===== config.mk =====
export PLATFORM = sky130hd
export DESIGN_NAME = timer_host
export DESIGN_NICKNAME = d
export VERILOG_FILES = /design/src/rtl/timer_host.sv
export SDC_FILE = /design/constraint.sdc
export NUM_CORES = 1
export LEC_CHECK = 0
export ABC_AREA = 1
export BUFFER_PORTS_ARGS = -buffer_cell sky130_fd_sc_hd__buf_2
export CORE_MARGIN = 1
export CORE_UTILIZATION = 55
export CTS_CLUSTER_SIZE = 10
export DETAILED_ROUTE_END_ITERATION = 16
export GPL_TIMING_DRIVEN = 0
export HOLD_SLACK_MARGIN = 0.12
export PLACE_DENSITY_LB_ADDON = 0.25
export SKIP_CTS_REPAIR_TIMING = 1
export SLEW_MARGIN = 10
export SYNTH_ARGS = -nofsm -noshare
export SYNTH_HDL_FRONTEND = slang
export SYNTH_SLANG_ARGS = --single-unit

===== constraint.sdc =====
create_clock -name clk -period 2.4 [get_ports clk]
set_input_delay 0.24 -clock clk [delete_from_list [all_inputs] [get_ports clk]]
set_output_delay 0.24 -clock clk [all_outputs]
set_load 0.02 [all_outputs]

===== src/rtl/timer_host.sv =====
// Bus initiator for the countdown timer: programs count and start bit, then
// measures the cycles until the interrupt and returns one response per command.
module timer_host #(
    parameter int TIMEOUT = 1023,
    parameter int CW      = 16
) (
    input  logic          clk,
    input  logic          rst_n,
    input  logic          cmd_valid,
    output logic          cmd_ready,
    input  logic [7:0]    cmd_cnt,
    output logic [7:0]    addr,
    output logic          rw,
    output logic [7:0]    din,
    input  logic          intr,
    output logic          rsp_valid,
    output logic [CW-1:0] rsp_cycles,
    output logic          rsp_timeout,
    output logic          rsp_err,
    output logic          stray_intr
);

    typedef enum logic [2:0] {IDLE, WR_CNT, WR_CTRL, WAIT, RESP} state_t;

    localparam logic [CW-1:0] TIMEOUT_V = CW'(TIMEOUT);

    state_t        state;
    state_t        state_nxt;
    logic [7:0]    cnt_q;
    logic [CW-1:0] lat_q;
    logic [CW-1:0] lat_inc;
    logic          handshake;
    logic          expired;

    // lat_inc already includes the current WAIT cycle
    assign lat_inc   = lat_q + CW'(1);
    assign handshake = (state == IDLE) && cmd_valid;
    assign expired   = (lat_inc == TIMEOUT_V);

    always_ff @(posedge clk or negedge rst_n) begin
        if (!rst_n) begin
            state <= IDLE;
        end else begin
            state <= state_nxt;
        end
    end

    // Bus and handshake outputs decode from state only, so no input reaches them
    always_comb begin
        state_nxt = state;
        addr      = 8'hFF;
        rw        = 1'b0;
        din       = 8'h00;
        cmd_ready = 1'b0;
        rsp_valid = 1'b0;
        case (state)
            IDLE: begin
                cmd_ready = 1'b1;
                if (cmd_valid) begin
                    state_nxt = (cmd_cnt != 8'd0) ? WR_CNT : RESP;
                end
            end
            WR_CNT: begin
                addr      = 8'h04;
                rw        = 1'b1;
                din       = cnt_q;
                state_nxt = WR_CTRL;
            end
            WR_CTRL: begin
                addr      = 8'h00;
                rw        = 1'b1;
                din       = 8'h01;
                state_nxt = WAIT;
            end
            WAIT: begin
                if (intr || expired) begin
                    state_nxt = RESP;
                end
            end
            RESP: begin
                rsp_valid = 1'b1;
                state_nxt = IDLE;
            end
            default: state_nxt = IDLE;
        endcase
    end

    always_ff @(posedge clk or negedge rst_n) begin
        if (!rst_n) begin
            cnt_q       <= 8'd0;
            lat_q       <= '0;
            rsp_cycles  <= '0;
            rsp_timeout <= 1'b0;
            rsp_err     <= 1'b0;
            stray_intr  <= 1'b0;
        end else begin
            if (handshake) begin
                cnt_q <= cmd_cnt;
            end
            if (handshake && (cmd_cnt == 8'd0)) begin
                rsp_cycles  <= '0;
                rsp_timeout <= 1'b0;
                rsp_err     <= 1'b1;
            end

            if (state == WR_CTRL) begin
                lat_q <= '0;
            end else if (state == WAIT) begin
                lat_q <= lat_inc;
            end

            // intr wins over the timeout when both land on the same cycle
            if (state == WAIT) begin
                if (intr) begin
                    rsp_cycles  <= lat_inc;
                    rsp_timeout <= 1'b0;
                    rsp_err     <= 1'b0;
                end else if (expired) begin
                    rsp_cycles  <= TIMEOUT_V;
                    rsp_timeout <= 1'b1;
                    rsp_err     <= 1'b0;
                end
            end

            if (intr && (state != WAIT)) begin
                stray_intr <= 1'b1;
            end else if (handshake) begin
                stray_intr <= 1'b0;
            end
        end
    end

endmodule

==> results of run 1 <==
[registers in the layout, summed over array words and instances, names as in the netlist]
name         cells
lat_q           16
rsp_cycles      16
state            3
rsp_err          1
cnt_q            8
rsp_timeout      1
stray_intr       1
[Yosys cell counts]
cell type	n
nor2_1	41
ha_1	2
nand3b_1	1
o21ai_0	22
a21oi_2	1
nor3_1	2
buf_6	1
buf_2	2
nand3_4	1
inv_1	54
nor2_2	4
o21ai_1	6
nand3_1	28
clkbuf_1	3
nand2_2	1
a21oi_1	1
nor4_1	2
nand4_1	5
and2_1	1
nand3_2	2
o22ai_1	9
buf_4	7
inv_2	2
dfrtp_1	46
nor2_4	3
nor3_2	1
nand2_1	102
clkinv_1	1
[power breakdown]
part	switching, uW	leakage (uW)	total, uW	internal, uW
Clock	260	0.0000573	594	333
Combinational	1060	0.000869	1630	565
Sequential	116	0.000592	1100	986
[kinds of logic after synthesis]
logic type	Yosys count	synth area share (%)
buffers and inverters	70	11.76
AND/OR/NAND/NOR	194	33.71
adder cells (fa/ha/maj)	2	0.9841
AO/OA/AOI/OAI	39	8.268
flip-flops	46	45.28
[final timing paths]
check	end	slack, ns	from	depth (start not counted)
min in group clk	cnt_q[1]	0.16	cmd_cnt[1]	3
min	rsp_cycles[12]	0.11	rst_n	1
max reg2reg	rsp_cycles[10]	0.24	lat_q[0]	13
min reg2reg	stray_intr	0.51	stray_intr	2
max in group asynchronous	lat_q[0]	1.60	rst_n	1
max	rsp_cycles[10]	0.24	lat_q[0]	13
[routing by layer]
metal	wire (um)	vias up	global-route usage, %
li1	-	1209	-
met1	2621	1141	35.87
met2	2835	74	44.02
met3	325	8	4.473
met4	57	0	7.778
met5	0	-	0
[through the flow]
step           area (sq um)  worst slack [ns]  std cells
5_1_grt                2999           0.05169        462
3_3_place_gp           2853            0.1121        452
4_1_cts                2965           0.05121        459
3_5_place_dp           2853           0.07196        452
2_1_floorplan          2542            0.4907        351
6_report               2999            0.2425        462
[worst reg2reg max path, cell delays in order, from the launching register on]
cell and delay [ns]:
dfrtp_2 0.43, ha_2 0.25, nand3_2 0.13, inv_1 0.12
nand2_1 0.06, nand2_1 0.06, nand2_1 0.12, nor2_1 0.12
nand2_1 0.08, nor2_2 0.17, nand3_4 0.16, buf_6 0.19
nand3_1 0.06, o21ai_1 0.07
[layout make-up]
cell class                 instances  area [sq um]
buffer                            13         85.08
clock buffer                       6         82.58
clock inverter                     1         30.03
fill                             402          1385
inverter                          57         214.0
multi-input combinational        235          1102
sequential                        46          1152
tap                               52         65.06
timing repair buffer              52         267.8
==> flow_summary.ini, run 1 <==
[status]
status = completed

[worst_setup_path]
cp_max_fo = 10
critPathSlowestCell = dfrtp_2
worst-path-buf-inv = 2
path_common_cell = nand2_1
cp_top_family = simple AND/OR/NAND/NOR gates
critPathCaptureType = flip-flop
critPathKind = flip-flop to flip-flop
path_cells = ha_2, nand3_2, inv_1, nand2_1, nand2_1, nand2_1, nor2_1, nand2_1, nor2_2, nand3_4, buf_6, nand3_1, o21ai_1
arrival_ns = 2.33
startpoint_type = flip-flop
slowest_delay_ns = 0.43
required_ns = 2.58

[floorplanning]
rows = 24
start_util_pct = 57.99
die_h_um = 69.99
dieWidth_um = 69.99
io_pins = 50
die-area_sq_mm = 0.004899
core_sq_mm = 0.004384

[cts]
clk_latency_ns = 0.30
cts_tree = yes
cts-htree-levels = 2
cts_root_buf = clkbuf_8
cts_max_path_buffers = 2
cts_buffers = 5
path_clk_slew_ns = 0.08
cts_sinks = 46

[cells_and_area]
final_cell_mix = nand2_1 (102), inv_1 (54), buf_2 (51)
area.growth.synth_to_final_pct = 17.96
layout_commonest_cell = nand2_1
drive_gt1_share_pct = 21.46
final_nets = 424
final_util_pct = 68.41
diodes = 0

[synthesis]
netlist_instances = 351
ys_types = 28
ys_ff_latch = 46
synth_top_area_share_pct = 45.28
synth_area_leaders = dfrtp_1 (45%), nand2_1 (15%), inv_1 (8.0%)
syn_nets = 365
yosys_warnings = 0
synth_area_leader_cell = dfrtp_1
ys_seq_area_share_pct = 45.28
syn_area_sq_mm = 0.002542
avgSynthCellArea_sq_um = 7.243

[grt]
grt_usage_pct = 26.55
grt_pass1_wl_um = 10410
grt_overflow = 0
antenna_found_initial = 0
grt_max_degree = 47
grt_pass1_vias = 2344

[detailed_routing]
vias = 2432
routed_wl_um = 5839
drc = 0
viasPerCell = 5.264
drt-pass1-iter-count = 5
drt_iter0_drc = 160
wire_per_inst_um = 12.64
ant_nets = 0

[placed_design]
dp_hpwl_um = 4249
io_buffers = 49
gp_congestion = 0.8615

[timing]
hold_viol = 0
max_slew_margin_pct = 31.95
max_freq_mhz = 463.5
whs_ns = 0.1130
period_needed_ns = 2.157
final-setup-viol-count = 0
worst_slew_pin_slew_ns = 1.021
fin_tns_setup_ns = 0
slew_violations = 0
rsz0062_at_grt = false
period_share_pct = 89.89
fin_skew_ns = 0.006312

[power]
leakage_uw = 0.001518
ir_drop_mv = 0.7529
power_density_mw_per_mm2 = 1108
finalPower_uw = 3322

[job]
cap_violations = 0

[hold_path]
hp-class = input pin to asynchronous set/reset pin
Power figures use the tool's default switching activity.
==> run 2: changes to the inputs <==
- CORE_UTILIZATION: 55 -> 59
- clock period: 2.4 -> 2.76 ns (I/O delays scaled with it)
==> run 2 against run 1 <==
Against the previous run:
- clock skew fell by 0.0029 ns
- setup slack improved by 0.17 ns
- sequential power is 13% lower
- wire length down 2.2%
- count of clock-buffer cells in the layout did not move
- largest power group unchanged
==> flow_summary.ini, run 2 (synthesized netlist as in run 1, its figures left out) <==
[worst_setup_path]
path_common_cell = inv_1
slowest_delay_ns = 0.40
critPathCapture = addr[5]
worst-path-buf-inv = 6
arrival_ns = 2.07
reg2reg_to = rsp_cycles[14]
critPathCaptureType = primary output
rrSetupSlack_ns = 0.43
r2r_start = lat_q[0]
startpoint_type = flip-flop
crit_cells = 9
cp_top_family = buffers and inverters
r2r_cells = 13
path_cells = inv_1, nor2_1, inv_1, nor2_1, inv_1, nand2_1, inv_1, buf_4, buf_2
cp_max_fo = 8
critPathSlowestCell = dfrtp_1
required_ns = 2.48
critPathLaunch = state[1]
critPathKind = flip-flop to primary output

[cts]
cts_sinks = 46
clk_latency_ns = 0.30
cts-htree-levels = 2
cts_root_buf = clkbuf_8
path_clk_slew_ns = 0.08
cts_buffers = 5
cts_max_path_buffers = 2
cts_tree = yes

[timing]
timing.final.ws_setup_ns = 0.4096
fin_skew_ns = 0.003443
max_slew_margin_pct = 33.20
final-setup-viol-count = 0
slew_violations = 0
rsz0062_at_grt = false
period_share_pct = 85.16
worst_slew_pin_slew_ns = 1.002
period_needed_ns = 2.350
fin_tns_setup_ns = 0
hold_viol = 0
max_freq_mhz = 425.5

[grt]
grt_max_degree = 47
grt_usage_pct = 28.28
grt_pass1_wl_um = 9549
antenna_found_initial = 0
grt_overflow = 0
grt_pass1_vias = 2172

[power]
finalPower_uw = 2960
ir_drop_mv = 1.001
leakage_uw = 0.001520
power_density_mw_per_mm2 = 989.0

[cells_and_area]
drive_gt1_share_pct = 20.10
final_nets = 421
final_cells = 458
final_cell_mix = nand2_1 (102), inv_1 (54), buf_2 (51)
largestRegisters = lat_q (16), rsp_cycles (16), cnt_q (8)
diodes = 0
finalInstanceArea_sq_mm = 0.002993
area.growth.synth_to_final_pct = 17.72
layout_commonest_cell = nand2_1

[detailed_routing]
ant_nets = 0
wire_per_inst_um = 12.46
drt_iter0_drc = 216
m1WireLength_um = 2634
dr.max_layer_used = met4
dr_wl_met3_um = 312
drc = 0
viasPerCell = 5.179
drt-pass1-iter-count = 4
met2_length_um = 2693
vias = 2372
routed_wl_um = 5708

[placed_design]
dpl-instance-area_sq_mm = 0.002850
gp_congestion = 0.8878
io_buffers = 49
dp_slack_ns = 0.5029
dp_cells = 450
dp_hpwl_um = 4245

[floorplanning]
start_util_pct = 62.66
io_pins = 50
core_sq_mm = 0.004058
dieWidth_um = 67.65
die_h_um = 67.65
rows = 23
die-area_sq_mm = 0.004576

[job]
cap_violations = 0

[status]
status = completed

[hold_path]
hp-class = input pin to asynchronous set/reset pin
-- run 2: cell count changes in the layout (fill, tap and decap cells not counted) --
cell,before,now
nand3_2,3,2
ha_2,1,0
nand3_1,27,28
dfrtp_2,1,0
buf_4,10,7
ha_1,1,2
bufinv_16,1,2
nor2_1,40,41
dfrtp_1,45,46
nor2_2,5,4
-- run 2: through the flow --
step | hold WS [ns] | util [%]
2_1_floorplan | -0.01959 | -
3_3_place_gp | 0.4879 | 70.24
3_5_place_dp | 0.4986 | 70.24
4_1_cts | 0.1737 | 73.76
5_1_grt | 0.2061 | 73.76
6_report | 0.1371 | 73.76
-- run 2: worst min-delay path by stage --
stage / end / slack [ns] / depth (start not counted)
2_1_floorplan: cnt_q[0] / -0.02 / 0
3_3_place_gp: rsp_err / 0.49 / 2
3_5_place_dp: rsp_err / 0.50 / 1
4_1_cts: rsp_err / 0.17 / 1
5_1_grt: cnt_q[7] / 0.21 / 3
6_report: rsp_err / 0.14 / 1
-- run 2: routing by layer --
layer | vias up | global-route usage (%)
met5 | - | 0
met4 | 0 | 9.309
met3 | 6 | 5.236
met1 | 1096 | 37.27
met2 | 65 | 46.53
li1 | 1205 | -
-- run 2: report_power, final --
part	internal (uW)	switching (uW)	leakage, uW	total [uW]
combinational	472	910	0.000856	1380
clock	386	230	0.0000714	616
sequential	856	106	0.000593	962
total	1710	1250	0.00152	2960
-- run 2: area by class of cell --
class / instances / area (sq um)
buffer: 13 / 85.08
clock buffer: 6 / 82.58
clock inverter: 2 / 60.06
fill: 314 / 1065
inverter: 57 / 214.0
multi-input combinational: 235 / 1092
sequential: 46 / 1151
tap: 50 / 62.56
timing repair buffer: 49 / 245.2
